**config.mk**
```make
export PLATFORM = sky130hd
export DESIGN_NAME = buffer_escritura_reg_flat
export DESIGN_NICKNAME = d
export VERILOG_FILES = /design/src/rtl/buffer_escritura_reg_pkg.sv /design/src/rtl/buffer_escritura_reg_if.sv /design/src/rtl/buffer_escritura_reg_fwd_busqueda_reg.sv /design/src/rtl/buffer_escritura_reg.sv /design/src/flat_wrapper.sv
export SDC_FILE = /design/constraint.sdc
export NUM_CORES = 1
export LEC_CHECK = 0
export ABC_CLOCK_PERIOD_IN_PS = 6900
export CAP_MARGIN = 5
export CORE_UTILIZATION = 45
export DETAILED_ROUTE_END_ITERATION = 12
export PLACE_DENSITY = 0.69
export SLEW_MARGIN = 20
export SYNTH_ARGS = -nofsm -noshare
export SYNTH_HDL_FRONTEND = slang
export SYNTH_SLANG_ARGS = --single-unit
```
**constraint.sdc**
```tcl
create_clock -name clk -period 6.9 [get_ports clk]
set_clock_uncertainty 0.2 [all_clocks]
set_input_delay 0.69 -clock clk [delete_from_list [all_inputs] [get_ports clk]]
set_output_delay 0.69 -clock clk [all_outputs]
set_load 0.005 [all_outputs]
```
**src/rtl/buffer_escritura_reg_pkg.sv**
```systemverilog
// buffer_escritura_reg_pkg: shared widths, register-zero constant and entry type for the write buffer
package buffer_escritura_reg_pkg;

    localparam int DEPTH_DEF = 4;
    localparam int AW_DEF = 5;
    localparam int DW_DEF = 32;

    localparam logic [AW_DEF-1:0] REG_CERO = '0;

    typedef struct packed {
        logic [AW_DEF-1:0] dir;
        logic [DW_DEF-1:0] dato;
    } entrada_t;

endpackage

```
**src/rtl/buffer_escritura_reg_if.sv**
```systemverilog
// buffer_escritura_reg_if: write-back request handshake into the write buffer
interface buffer_escritura_reg_if
    import buffer_escritura_reg_pkg::*;
#(
    parameter int AW = AW_DEF,
    parameter int DW = DW_DEF
);

    logic          in_valid;
    logic          in_ready;
    logic [AW-1:0] in_dir;
    logic [DW-1:0] in_dato;

    modport master (output in_valid, output in_dir, output in_dato, input in_ready);
    modport slave (input in_valid, input in_dir, input in_dato, output in_ready);

endinterface

```
**src/rtl/buffer_escritura_reg_fwd_busqueda_reg.sv**
```systemverilog
// fwd_busqueda_reg: youngest-match search of one lookup address over the held buffer entries
module fwd_busqueda_reg #(
    parameter int DEPTH = 4,
    parameter int AW = 5,
    parameter int DW = 32,
    localparam int PW = $clog2(DEPTH),
    localparam int CW = $clog2(DEPTH + 1)
) (
    input  logic [DEPTH-1:0][AW-1:0] dirs,
    input  logic [DEPTH-1:0][DW-1:0] datos,
    input  logic [PW-1:0]            rp,
    input  logic [CW-1:0]            cnt,
    input  logic [AW-1:0]            addr,
    output logic                     hit,
    output logic [DW-1:0]            dato
);

    // Walk from oldest to youngest so the last match seen is the youngest one.
    always_comb begin
        hit = 1'b0;
        dato = '0;
        for (int k = 0; k < DEPTH; k++) begin
            if (CW'(k) < cnt && addr != '0 && dirs[rp + PW'(k)] == addr) begin
                hit = 1'b1;
                dato = datos[rp + PW'(k)];
            end
        end
    end

endmodule

```
**src/rtl/buffer_escritura_reg.sv**
```systemverilog
// buffer_escritura_reg: write-back buffer draining into the register file write port, with forwarding lookups
// Optional build macro BUFFER_ESCRITURA_COALESCE_EN merges a request into a held entry of the same address.
module buffer_escritura_reg
    import buffer_escritura_reg_pkg::*;
#(
    parameter int DEPTH = DEPTH_DEF,
    parameter int AW = AW_DEF,
    parameter int DW = DW_DEF
) (
    input  logic                         clk,
    input  logic                         rst,
    buffer_escritura_reg_if.slave        wr,
    input  logic                         puerto_libre,
    output logic                         regEscribir,
    output logic [AW-1:0]                C,
    output logic [DW-1:0]                WE,
    input  logic [AW-1:0]                A,
    input  logic [AW-1:0]                B,
    output logic                         fwdA,
    output logic                         fwdB,
    output logic [DW-1:0]                datoA,
    output logic [DW-1:0]                datoB,
    output logic [$clog2(DEPTH+1)-1:0]   ocupacion
);

    localparam int PW = $clog2(DEPTH);
    localparam int CW = $clog2(DEPTH + 1);

    logic [DEPTH-1:0][AW-1:0] dirs;
    logic [DEPTH-1:0][DW-1:0] datos;
    logic [PW-1:0] wp;
    logic [PW-1:0] rp;
    logic [CW-1:0] cnt;
    logic pop;
    logic fire;
    logic push;
    logic fusion;

    assign pop = (cnt != '0) && puerto_libre;
    assign wr.in_ready = (cnt != CW'(DEPTH)) || fusion;
    assign fire = wr.in_valid && wr.in_ready;
    assign push = fire && wr.in_dir != '0 && !fusion;

`ifdef BUFFER_ESCRITURA_COALESCE_EN
    logic coin;
    logic [PW-1:0] coin_idx;

    // Find the held entry with the request's address; a head leaving this cycle cannot absorb it.
    always_comb begin
        coin = 1'b0;
        coin_idx = '0;
        for (int i = 0; i < DEPTH; i++) begin
            if ({1'b0, PW'(PW'(i) - rp)} < cnt && dirs[i] == wr.in_dir && wr.in_dir != '0) begin
                coin = 1'b1;
                coin_idx = PW'(i);
            end
        end
    end

    assign fusion = coin && !(pop && coin_idx == rp);
`else
    assign fusion = 1'b0;
`endif

    // Pointers and occupancy; reset empties the buffer without touching the storage.
    always_ff @(posedge clk) begin
        if (rst) begin
            wp <= '0;
            rp <= '0;
            cnt <= '0;
        end else begin
            if (push) wp <= wp + PW'(1);
            if (pop) rp <= rp + PW'(1);
            cnt <= cnt + CW'(push) - CW'(pop);
        end
    end

    // Entry storage: new requests at the tail, merged requests rewrite data in place.
    always_ff @(posedge clk) begin
        if (!rst && push) begin
            dirs[wp] <= wr.in_dir;
            datos[wp] <= wr.in_dato;
        end
`ifdef BUFFER_ESCRITURA_COALESCE_EN
        if (!rst && fire && fusion) datos[coin_idx] <= wr.in_dato;
`endif
    end

    assign regEscribir = pop;
    assign C = pop ? dirs[rp] : '0;
    assign WE = pop ? datos[rp] : '0;
    assign ocupacion = cnt;

    fwd_busqueda_reg #(.DEPTH(DEPTH), .AW(AW), .DW(DW)) u_fwd_a (
        .dirs (dirs),
        .datos(datos),
        .rp   (rp),
        .cnt  (cnt),
        .addr (A),
        .hit  (fwdA),
        .dato (datoA)
    );

    fwd_busqueda_reg #(.DEPTH(DEPTH), .AW(AW), .DW(DW)) u_fwd_b (
        .dirs (dirs),
        .datos(datos),
        .rp   (rp),
        .cnt  (cnt),
        .addr (B),
        .hit  (fwdB),
        .dato (datoB)
    );

endmodule
```
**src/flat_wrapper.sv**
```systemverilog
// flat-port wrapper written by rule: the top's interface ports become plain ports
module buffer_escritura_reg_flat import buffer_escritura_reg_pkg::*;
#(
    parameter int DEPTH = DEPTH_DEF,
    parameter int AW = AW_DEF,
    parameter int DW = DW_DEF
)
  (clk, rst, puerto_libre, regEscribir, C, WE, A, B, fwdA, fwdB, datoA, datoB, ocupacion, wr_in_valid, wr_in_dir, wr_in_dato, wr_in_ready);
  buffer_escritura_reg_if #(.AW(AW), .DW(DW)) wr_i ();
  input  logic clk;
  input  logic rst;
  input  logic puerto_libre;
  output logic regEscribir;
  output logic [AW-1:0] C;
  output logic [DW-1:0] WE;
  input  logic [AW-1:0] A;
  input  logic [AW-1:0] B;
  output logic fwdA;
  output logic fwdB;
  output logic [DW-1:0] datoA;
  output logic [DW-1:0] datoB;
  output logic [$clog2(DEPTH+1)-1:0] ocupacion;
  input wire logic [$bits(wr_i.in_valid)-1:0] wr_in_valid;
  input wire logic [$bits(wr_i.in_dir)-1:0] wr_in_dir;
  input wire logic [$bits(wr_i.in_dato)-1:0] wr_in_dato;
  output wire logic [$bits(wr_i.in_ready)-1:0] wr_in_ready;
  assign wr_i.in_valid = wr_in_valid;
  assign wr_i.in_dir = wr_in_dir;
  assign wr_i.in_dato = wr_in_dato;
  assign wr_in_ready = wr_i.in_ready;
  buffer_escritura_reg #(.DEPTH(DEPTH), .AW(AW), .DW(DW)) u_core (.clk(clk), .rst(rst), .wr(wr_i), .puerto_libre(puerto_libre), .regEscribir(regEscribir), .C(C), .WE(WE), .A(A), .B(B), .fwdA(fwdA), .fwdB(fwdB), .datoA(datoA), .datoB(datoB), .ocupacion(ocupacion));
endmodule
```
* Yosys cells after proc, flatten, opt, wreduce, memory -nomap -nowiden
Cells that the tools add are included.
** Word-level totals
- Memories kept :: 0
- Bits in read-only memories :: 0
- Latch bits :: 0
- Input bits :: 51
- RAM bits :: 0
- Logic and storage cells :: 102
- Flip-flop bits (word level) :: 155
** Operators by class
- Shifts and indexed selects :: 0
- Div/mod/pow operators :: 0
- Reductions and logical operators :: 26
- Bitwise operators :: 0
- Eq/ne operators :: 9
- Muxes and demuxes :: 40
- Multiply operators :: 0
- Order comparisons :: 10
- Add/sub/neg operators :: 6
** Operators by type and width (number)
- two-way mux 32 bit :: 14
- binary-select mux 32 bit (select 2 bit) :: 4
- bitwise mux 128 bit :: 1
- demux 32 bit (select 2 bit) :: 1
- binary-select mux 5 bit (select 2 bit) :: 4
- == test 5 bit :: 8
- two-way mux 5 bit :: 6
- logical AND 1 bit :: 21
- bitwise mux 20 bit :: 1
- < comparator 2 x 3 -> 1 bit (second input constant) :: 5
- nonzero test 5 bit :: 3
- demux 5 bit (select 2 bit) :: 1
- two-way mux 1 bit :: 8
- < comparator 1 x 3 -> 1 bit (first input constant) :: 2
- < comparator 2 x 3 -> 1 bit (first input constant) :: 2
- adder 2 x 1 -> 2 bit (second input constant) :: 2
- adder 2 bit (second input constant) :: 2
- adder 3 x 1 -> 3 bit :: 1
- inequality test 3 bit (second input constant) :: 1
- nonzero test 3 bit :: 1
- subtractor 3 x 1 -> 3 bit :: 1
- greater-or-equal comparator 2 x 1 -> 1 bit (second input constant) :: 1
- zero test 1 bit :: 1

* Logic depth before layout (Yosys ltp)
Gate-level depths: netlist (run 1).
- Word-level depth :: 8
- Depth in mapped cells :: 13

* Modules after synthesis
From an unflattened synthesis (run 1), not the netlist that was laid out.
** Unflattened totals
- Cells, all modules :: 1300
- Area total of the unflattened synthesis :: 14874.3 µm²
** Modules (own cells, without submodules)
- fwd_busqueda_reg :: area each 4420.5 µm², cells an instance 510, times used 2
- buffer_escritura_reg :: area each 6033.3 µm², cells an instance 280, times used 1

* Least setup slack after synthesis (run 1)
Ideal clock, no wire load.
- Path type :: in2out
- Start point :: input port B[1]
- End point :: output port datoB[31]
- Cell stages on the path :: 10
- Required time :: 6.010 ns
- Arrival time :: 2.688 ns
- Setup slack :: 3.322 ns
- Buffers on the path :: 3
- Cell sequence :: clkbuf_1 or4_1 nor2_1 nor3_1 o211ai_1 or2_2 clkbuf_1 buf_2 o221ai_1 a22o_1
** On the way
- Word-level cells in the longest chain between the ends :: 7
- Elaborated cells between the ends (all ways) :: 17
- Those cells by class :: eq/ne (4); mux (4); reduce/logical (9)
** RTL lines
- start: declaration :: RTL line flat_wrapper.sv:17 : input logic [AW-1:0] B;
- nonzero test 5 bit :: RTL line buffer_escritura_reg_fwd_busqueda_reg.sv:23 : if (CW'(k) < cnt && addr != '0 && dirs[rp + PW'(k)] == addr) begin
- logical AND 1 bit (2 in a row) :: RTL line buffer_escritura_reg_fwd_busqueda_reg.sv:23
- two-way mux 32 bit (3 in a row) :: RTL line buffer_escritura_reg_fwd_busqueda_reg.sv:23
- two-way mux 32 bit (*) :: RTL line buffer_escritura_reg_fwd_busqueda_reg.sv:23
- end: declaration :: RTL line flat_wrapper.sv:21 : output logic [DW-1:0] datoB;
Mark *: on every way between the ends. The rest lies on a longest branch, timed or not.

* Worst setup path in the final report (run 1)
- Start point :: register u_core.rp[0]
- End point :: output port datoB[3]
** On the way
- Word-level cells in the longest chain between the ends :: 8
- Elaborated cells between the ends (all ways) :: 31
- Those cells by class :: add/sub (3); eq/ne (4); mux (20); reduce/logical (4)
** RTL lines
- start: declaration :: RTL line buffer_escritura_reg.sv:32 : logic [PW-1:0] rp;
- start signal: assignment :: RTL line buffer_escritura_reg.sv:73 : if (pop) rp <= rp + PW'(1);
- adder 2 x 1 -> 2 bit / binary-select mux 5 bit (select 2 bit) (equally long branches) :: RTL line buffer_escritura_reg_fwd_busqueda_reg.sv:23, buffer_escritura_reg_fwd_busqueda_reg.sv:25
- binary-select mux 5 bit (select 2 bit) / two-way mux 5 bit (equally long branches) :: RTL line buffer_escritura_reg_fwd_busqueda_reg.sv:23
- two-way mux 5 bit (not written as such) / == test 5 bit (equally long branches) :: RTL line buffer_escritura_reg_fwd_busqueda_reg.sv:23
- == test 5 bit / logical AND 1 bit (equally long branches) :: RTL line buffer_escritura_reg_fwd_busqueda_reg.sv:23
- logical AND 1 bit / two-way mux 32 bit (equally long branches) :: RTL line buffer_escritura_reg_fwd_busqueda_reg.sv:23
- two-way mux 32 bit (2 in a row) :: RTL line buffer_escritura_reg_fwd_busqueda_reg.sv:23
- two-way mux 32 bit (*) :: RTL line buffer_escritura_reg_fwd_busqueda_reg.sv:23
Mark *: on every way between the ends. The rest lies on a longest branch, timed or not. The select of a mux whose other input is x is not followed.

==> results of run 1 <==
-- worst paths after layout --
| path | start | endpoint | depth (start not counted) |
|---|---|---|---|
| max reg2reg | u_core.ocupacion[1]$_SDFF_PP0_ | u_core.datos[18]$_DFFE_PP_ | 6 |
| min reg2reg | u_core.wp[1]$_SDFFE_PP0N_ | u_core.wp[1]$_SDFFE_PP0N_ | 2 |
| max | u_core.rp[0]$_SDFFE_PP0N_ | datoB[3] | 8 |
| min | u_core.wp[1]$_SDFFE_PP0N_ | u_core.wp[1]$_SDFFE_PP0N_ | 2 |
-- registers in the layout, indices dropped and copies added (netlist names) --
register and count:
u_core.wp 2, u_core.datos 128, u_core.rp 2, u_core.dirs 20
u_core.ocupacion 3
-- cells in the mapped netlist (4+ instances only) --
cell type,instances
inv_1,11
xor2_1,17
o22a_1,29
nor2b_1,4
buf_2,15
and2_1,38
o22ai_1,4
nand2_1,130
a21oi_1,35
o21ai_0,7
mux2i_1,59
nand3_1,31
buf_1,17
buf_6,6
nand4_1,6
or3b_1,26
mux2_2,11
ha_1,8
nor3_1,4
nor2_1,18
xnor2_1,27
clkbuf_1,47
o211ai_1,31
dfxtp_1,7
edfxtp_1,148
mux4_2,129
-- metal layers --
metal,vias to the layer above,track usage
met3,58,0.04699
met2,422,0.3936
li1,3801,-
met5,-,0.01894
met1,4313,0.3169
met4,2,0.1008
-- through the flow --
stage               area, um^2  hold slack (ns)  utilization  total power (W)  setup slack (ns)
CTS                      13800           0.3073       0.5497         0.003818            0.8598
detailed placement       13250           0.2969       0.5278         0.002943             1.292
global placement         13250           0.2959       0.5278         0.002932             1.304
floorplan                11470           0.2631            -         0.002411             3.322
finish                   13810           0.3038       0.5499         0.003798            0.9424
global route             13810           0.3313       0.5499         0.004007            0.4744
-- power by group through the flow --
stage | Combinational [W] | Sequential [W] | Clock [W]
2_1_floorplan | 0.00126 | 0.00115 | 0
3_3_place_gp | 0.00171 | 0.00122 | 0
3_5_place_dp | 0.00172 | 0.00123 | 0
4_1_cts | 0.00173 | 0.00121 | 0.000882
5_1_grt | 0.00187 | 0.00122 | 0.000918
6_report | 0.00172 | 0.00121 | 0.000870
-- critical path: cells and delay by family, from the launching register on --
kind	cells	cell delay, ns
compound gates	3	1.30
buf+inv	2	1.18
flops	1	0.84
simple gates	1	0.71
mux	1	0.49
xor+xnor	1	0.12
-- final cells by class --
| type | count | area share |
|---|---|---|
| repair buffers | 177 | 0.1249 |
| diodes | 2 | 0.0003625 |
| well taps | 330 | 0.02990 |
| multi-input cells | 654 | 0.4694 |
| inverters | 11 | 0.002990 |
| clock inverters | 13 | 0.008518 |
| flip-flops and latches | 155 | 0.3326 |
| clock buffers | 19 | 0.03135 |
-- cells in the final DEF, fill, tap and decap left out, types with 17 or more instances in the layout --
cell type	count
or3b_1	26
mux2i_1	59
edfxtp_1	148
clkbuf_16	17
nand3_1	30
xnor2_1	27
nor2_1	17
mux4_2	129
o211ai_1	31
and2_1	34
xor2_1	17
a21oi_1	35
buf_4	19
o22a_1	29
nand2_1	130
clkdlybuf4s50_1	158
-- cells by family after synthesis --
logic type	count (synthesis)	synth area share
and+or+nand+nor	274	0.1228
muxes	199	0.3155
DFF	155	0.3996
AOI/OAI and AO/OA	128	0.07895
buffers and inverters	100	0.03915
xor gates and xnor gates	44	0.03359
adders and majority gates	9	0.01047
==> flow_summary.yaml, run 1 <==
synthesis:
  synth_warnings: 0
  avgSynthCellArea_um2: 12.62
  yosysSeqAreaShare: 0.3996
  synth_ff_type: "edfxtp_1"
  synth_nets: 969
  ys_ff_latch: 155
  yosys.area.top_type: "edfxtp_1"
  synth_top_cell_area_share: 0.3874
  synth_edf_count: 148
  syn_area_um2: 11470
  syn_inst: 909
  async_flop_share: 0
  synth_area_leaders: "edfxtp_1, mux4_2, mux2i_1, nand2_1, o22a_1"
  yosysUniqueCellTypes: 51
worst_setup_path:
  endpoint_kind: "primary output"
  crit_type: "register to primary output"
  arrival_ns: 5.07
  worstSetupStartpointType: "register"
  required_ns: 6.01
  r2r_slack_ns: 4.42
  path_cells: "inv_1 -> mux2i_1 -> xor2_1 -> a2111oi_0 -> o21bai_1 -> nand3_2 -> o211ai_1 -> clkdlybuf4s50_1"
  worstPathMaxFanout: 44
  slowest_delay_ns: 0.84
  critPathSlowestCell: "dfxtp_4"
route:
  drc: 0
  wl_um: 30410
  dr_total_vias: 8596
  drtIter0Drc: 743
  top_layer_used: "met5"
  wl_met1_um: 12440
  first_pass_iters: 5
  route.met3.wl_um: 2480
  via_per_inst: 6.316
  wl_per_cell_um: 22.34
  met2WireLength_um: 14510
  antenna_left: 0
finish:
  ff_latch_area_um2: 4592
  finalNonFillerCells: 1361
  drive_gt1_frac: 0.1983
  nNetsFinal: 1076
  multi_input_area_um2: 6481
  n_fill_cell: 2107
  areaGrowthSynthToFinish_pct: 20.34
timing:
  fin_crit_sh: 0.8634
  setup_tns_ns: 0
  finalHoldViolCount: 0
  max_freq_mhz: 167.9
  tightest_slew_ns: 0.9903
  setup_violations: 0
  drv_slew: 0
  relSlewSlack: 0.3398
  fin_crit_ns: 5.958
  rsz0062_at_grt: "false"
clock_tree:
  clock-root-buffer: "clkbuf_16"
  clock_latency_ns: 0.42
  ctsResizeCount: 0
  cts.clk_slew.worst_paths_ns: 0.06
  cts.path.max_buffers: 2
  post-cts-setup-buffers: 0
  cts_hold_buf: 0
  cts-buffers-inserted: 17
  htreeDepth: 4
  clock-sinks: 155
  cts_tree: "done"
outcome:
  outcome: "finished, final reports clean"
power_and_ir_drop:
  powerDensity_nw_per_um2: 275.0
  clock_power_share: 0.229
  ir_worst_vdd_v: 0.0001822
  p_int_w: 0.002532
  combinationalPowerShare: 0.453
  p_leak_nw: 4.519
  pwr-share-seq: 0.317
  switching_share: 0.3332
  switching_power_w: 0.001265
floorplan:
  fp-row-count: 58
  core_um2: 25110
  dieArea_um2: 26140
  die_w_um: 161.7
  start_util: 0.4569
  io_pins: 159
  fp.dieH_um: 161.7
global_routing:
  antenna_found_initial: 2
  grt_pass1_wl_um: 47870
  overflow: 0
  grt_usage: 0.2420
  grt_pass1_vias: 8446
  grt_max_degree: 66
placed_design:
  gp_congestion: 0.9043
  place_hpwl_um: 20020
  port_buffers: 158
  dp.cells: 1327
run:
  drv_cap: 0
min_path:
  hold_class: "register to register"
(Power assumes the default switching activity.)
==> inputs of run 2 (changes only) <==
--- a/config.mk
+++ b/config.mk
@@ -9,7 +9,7 @@
 export CAP_MARGIN = 5
 export CORE_UTILIZATION = 45
 export DETAILED_ROUTE_END_ITERATION = 12
-export PLACE_DENSITY = 0.69
+export PLACE_DENSITY = 0.65
 export SLEW_MARGIN = 20
 export SYNTH_ARGS = -nofsm -noshare
 export SYNTH_HDL_FRONTEND = slang
==> flow_summary.yaml, run 2 (same netlist as run 1, synthesis figures left out) <==
outcome:
  outcome: "finished, final reports clean"
power_and_ir_drop:
  p_leak_nw: 4.527
  ir_worst_vdd_v: 0.0001857
  power.total_w: 0.003857
  powerDensity_nw_per_um2: 278.8
clock_tree:
  clock-root-buffer: "clkbuf_16"
  clock_latency_ns: 0.41
  clock-sinks: 155
  post-cts-setup-buffers: 0
  ctsResizeCount: 0
  htreeDepth: 4
  cts_hold_buf: 0
  cts.path.max_buffers: 2
  cts-buffers-inserted: 17
  cts.clk_slew.worst_paths_ns: 0.06
  cts_tree: "done"
worst_setup_path:
  reg2reg_to: "u_core.ocupacion[2]$_SDFF_PP0_"
  path_cells: "buf_4 -> mux4_2 -> xnor2_1 -> nand4_1 -> nor2_4 -> buf_4 -> nand2_1 -> nand2_1 -> o22a_1 -> clkdlybuf4s50_1"
  worstPathMaxFanout: 53
  cpLargestDelayFamily: "buffers and inverters"
  worstSetupStartpointType: "register"
  required_ns: 6.01
  slowest_delay_ns: 0.71
  crit_start: "u_core.rp[0]$_SDFFE_PP0N_"
  cp.depth: 10
  r2r_cells: 9
  critPathSlowestCell: "buf_4"
  r2r_slack_ns: 3.50
  crit_type: "register to primary output"
  r2r-start: "u_core.ocupacion[0]$_SDFF_PP0_"
  endpoint_kind: "primary output"
  arrival_ns: 4.96
  path_buf_inv: 3
finish:
  nNetsFinal: 1076
  areaGrowthSynthToFinish_pct: 20.58
  regMostFlops: "u_core.datos"
  finalNonFillerCells: 1359
  final_common_cell: "clkdlybuf4s50_1"
  drive_gt1_frac: 0.1983
  n_antenna_cell: 0
  largest_reg_flops: 128
  layout_common_cells: "clkdlybuf4s50_1, edfxtp_1, nand2_1"
  final_cell_area_um2: 13830
  utilization: 0.5510
global_routing:
  overflow: 0
  grt_pass1_vias: 8399
  grt_usage: 0.2375
  grt_max_degree: 70
  antenna_found_initial: 0
  grt_pass1_wl_um: 47260
run:
  drv_cap: 0
timing:
  fin_crit_sh: 0.8479
  fin_crit_ns: 5.850
  drv_slew: 0
  setup_tns_ns: 0
  finalHoldViolCount: 0
  tightest_slew_ns: 0.9647
  rsz0062_at_grt: "false"
  relSlewSlack: 0.3568
  max_freq_mhz: 170.9
  setup_violations: 0
placed_design:
  dpl_cell_area_um2: 13250
  gp_congestion: 0.8930
  port_buffers: 158
  place_hpwl_um: 19760
  dp.cells: 1327
min_path:
  hold_start: "u_core.wp[1]$_SDFFE_PP0N_"
  hold_end: "u_core.wp[1]$_SDFFE_PP0N_"
  holdPathStages: 2
  hold_class: "register to register"
route:
  drc: 0
  via_per_inst: 6.304
  wl_um: 30490
  drtIter0Drc: 828
  first_pass_iters: 7
  dr_total_vias: 8567
  wl_per_cell_um: 22.43
  antenna_left: 0
floorplan:
  core_um2: 25110
  die_w_um: 161.7
  io_pins: 159
  fp-row-count: 58
  fp.dieH_um: 161.7
  start_util: 0.4569
  dieArea_um2: 26140
==> run 2: per-layer routing <==
layer / part of all wire / vias up / global-route usage
li1: - / 3799 / -
met1: 0.42 / 4354 / 0.3174
met2: 0.50 / 374 / 0.4013
met3: 0.070 / 40 / 0.03550
met4: 0.017 / 0 / 0.07204
met5: 0 / - / 0
==> run 2: through the flow <==
step | setup slack (ns) | hold WS, ns
floorplan | 3.322 | 0.2631
global placement | 1.490 | 0.2884
detailed placement | 1.492 | 0.3010
CTS | 1.031 | 0.3095
global route | 0.7040 | 0.3328
finish | 1.050 | 0.3038
==> run 2: layout make-up <==
type,instances,area [um^2]
fill,2140,11270
multi-input combinational,654,6481
sequential,155,4592
timing repair buffer,177,1724
clock buffer,18,429.2
tap,330,412.9
clock inverter,14,153.9
inverter,11,41.29
==> run 2: worst min-delay path, delay by kind of cell, from the launching register on <==
| kind | cells | cell delay [ns] |
|---|---|---|
| AOI/OAI and AO/OA | 1 | 0.06 |
| DFF | 1 | 0.34 |
| and+or+nand+nor | 1 | 0.06 |
==> run 2: where the power goes <==
part | switching, W | total (W) | internal, W
logic | 0.000800 | 0.00173 | 0.000932
registers | 0.0000909 | 0.00119 | 0.00110
clock network | 0.000370 | 0.000932 | 0.000563
==> run 2: worst max path at each step <==
stage | to | slack, ns
2_1_floorplan | datoB[31] | 3.32
3_3_place_gp | datoA[3] | 1.49
3_5_place_dp | datoA[18] | 1.49
4_1_cts | datoA[3] | 1.03
5_1_grt | datoA[3] | 0.70
6_report | datoA[3] | 1.05
==> inputs of run 3 (changes only) <==
--- a/config.mk
+++ b/config.mk
@@ -5,7 +5,7 @@
 export SDC_FILE = /design/constraint.sdc
 export NUM_CORES = 1
 export LEC_CHECK = 0
-export ABC_CLOCK_PERIOD_IN_PS = 6900
+export ABC_CLOCK_PERIOD_IN_PS = 5420
 export CAP_MARGIN = 5
 export CORE_UTILIZATION = 45
 export DETAILED_ROUTE_END_ITERATION = 12
==> constraint.sdc (replaced) <==
create_clock -name clk -period 5.42 [get_ports clk]
set_clock_uncertainty 0.2 [all_clocks]
set_input_delay 0.542 -clock clk [delete_from_list [all_inputs] [get_ports clk]]
set_output_delay 0.542 -clock clk [all_outputs]
set_load 0.005 [all_outputs]
==> flow_summary.yaml, run 3 (same netlist as run 1, synthesis figures left out) <==
timing:
  relSlewSlack: 0.4590
  fin_ws_ns: 0.4780
  tightest_slew_ns: 0.8115
  fin_crit_ns: 4.942
  drv_slew: 0
  fin_crit_sh: 0.9118
  rsz0062_at_grt: "false"
  setup_tns_ns: 0
  max_freq_mhz: 202.3
  setup_violations: 0
  finalHoldViolCount: 0
floorplan:
  fp.dieH_um: 161.7
  die_w_um: 161.7
  io_pins: 159
  core_um2: 25110
  fp-row-count: 58
  dieArea_um2: 26140
  start_util: 0.4569
min_path:
  hold_class: "register to register"
placed_design:
  place_hpwl_um: 20540
  port_buffers: 158
  gp_congestion: 0.8716
  post-place-ws_ns: 0.6245
worst_setup_path:
  path_buf_inv: 3
  arrival_ns: 4.20
  cpLargestDelayFamily: "buffers and inverters"
  endpoint_kind: "primary output"
  slowest_delay_ns: 0.60
  required_ns: 4.68
  path_cells: "buf_6 -> mux4_2 -> xnor2_1 -> nand4_1 -> nor2_4 -> buf_4 -> nand2_1 -> nand2_1 -> o22a_1 -> clkdlybuf4s50_1"
  worstPathMaxFanout: 45
  crit_type: "register to primary output"
  worstSetupStartpointType: "register"
  cpMostUsedCell: "nand2_1"
  critPathSlowestCell: "mux4_2"
power_and_ir_drop:
  combinationalPowerShare: 0.462
  switching_share: 0.3361
  p_leak_nw: 4.586
  ir_worst_vdd_v: 0.0002439
  p_int_w: 0.003252
  clock_power_share: 0.232
  switching_power_w: 0.001647
  powerDensity_nw_per_um2: 352.0
  pwr-share-seq: 0.306
finish:
  regMostFlops: "u_core.datos"
  layout_common_cells: "clkdlybuf4s50_1, edfxtp_1, nand2_1"
  nNetsFinal: 1085
  largest_reg_flops: 128
  areaGrowthSynthToFinish_pct: 21.31
  drive_gt1_frac: 0.2081
  final_common_cell: "clkdlybuf4s50_1"
clock_tree:
  cts.clk_slew.worst_paths_ns: 0.06
  cts.path.max_buffers: 2
  ctsResizeCount: 0
  clock-sinks: 155
  cts-buffers-inserted: 17
  clock-root-buffer: "clkbuf_16"
  cts_tree: "done"
  htreeDepth: 4
  post-cts-setup-buffers: 0
  cts_hold_buf: 0
  clock_latency_ns: 0.43
global_routing:
  grt_max_degree: 66
  antenna_found_initial: 2
  grt_pass1_wl_um: 48270
  grt_pass1_vias: 8424
  overflow: 0
  grt_usage: 0.2442
run:
  drv_cap: 0
route:
  first_pass_iters: 5
  drtIter0Drc: 744
  drc: 0
  wl_um: 31030
  antenna_left: 0
  via_per_inst: 6.317
  dr_total_vias: 8654
  wl_per_cell_um: 22.65
outcome:
  outcome: "finished, final reports clean"
-- run 3: cell types whose count changed in the layout (fill, tap and decap cells not counted), sizes merged --
cell and change:
buf +9, bufinv -3, clkbuf +3, clkinv -1, clkinvlp -2, diode +2, inv +3
-- run 3: cell type report --
class	instances	area, um^2
Fill cell	2104	11190
Multi-Input combinational cell	654	6481
Sequential cell	155	4592
Timing Repair Buffer	186	1821
Clock buffer	21	483.0
Tap cell	330	412.9
Clock inverter	11	82.58
Inverter	11	41.29
Antenna cell	2	5.005
-- run 3: per-layer routing --
metal | GRT usage | up-vias | share of wire
met3 | 0.04367 | 52 | 0.072
met1 | 0.3235 | 4404 | 0.40
met2 | 0.4042 | 374 | 0.50
met4 | 0.08748 | 0 | 0.024
li1 | - | 3824 | -
met5 | 0 | - | 0
-- run 3: power groups by stage --
stage / registers [W] / logic, W / clock network [W]
3_3_place_gp: 0.00152 / 0.00225 / 0
3_5_place_dp: 0.00152 / 0.00226 / 0
4_1_cts: 0.00150 / 0.00228 / 0.00115
2_1_floorplan: 0.00147 / 0.00160 / 0
5_1_grt: 0.00151 / 0.00244 / 0.00121
6_report: 0.00150 / 0.00226 / 0.00114
-- run 3: final timing paths --
| check | to | depth (start not counted) | slack, ns | startpoint |
|---|---|---|---|---|
| hold reg to reg | u_core.wp[1]$_SDFFE_PP0N_ | 2 | 0.30 | u_core.wp[1]$_SDFFE_PP0N_ |
| setup reg to reg | u_core.ocupacion[2]$_SDFF_PP0_ | 9 | 2.59 | u_core.ocupacion[1]$_SDFF_PP0_ |
| setup / recovery | datoA[6] | 10 | 0.48 | u_core.rp[0]$_SDFFE_PP0N_ |
| hold / removal | u_core.wp[1]$_SDFFE_PP0N_ | 2 | 0.30 | u_core.wp[1]$_SDFFE_PP0N_ |
-- run 3: per-stage QoR --
stage	total power, W	hold slack [ns]	std cells	cell area (um^2)	util
2_1_floorplan	0.003069	0.2631	909	11470	-
3_3_place_gp	0.003769	0.2902	1336	13340	0.5314
3_5_place_dp	0.003781	0.3007	1336	13340	0.5314
4_1_cts	0.004927	0.3095	1368	13910	0.5540
5_1_grt	0.005160	0.3588	1370	13920	0.5543
6_report	0.004899	0.3025	1370	13920	0.5543
-- run 3: worst reg2reg max path, delay by kind of cell (launching register included) --
kind,cells,cell delay [ns]
flip-flops,1,0.36
adder cells (fa/ha/maj),3,0.86
XOR/XNOR,1,0.16
AND/OR/NAND/NOR,1,0.05
AO/OA/AOI/OAI,1,0.66
buffers and inverters,3,0.42
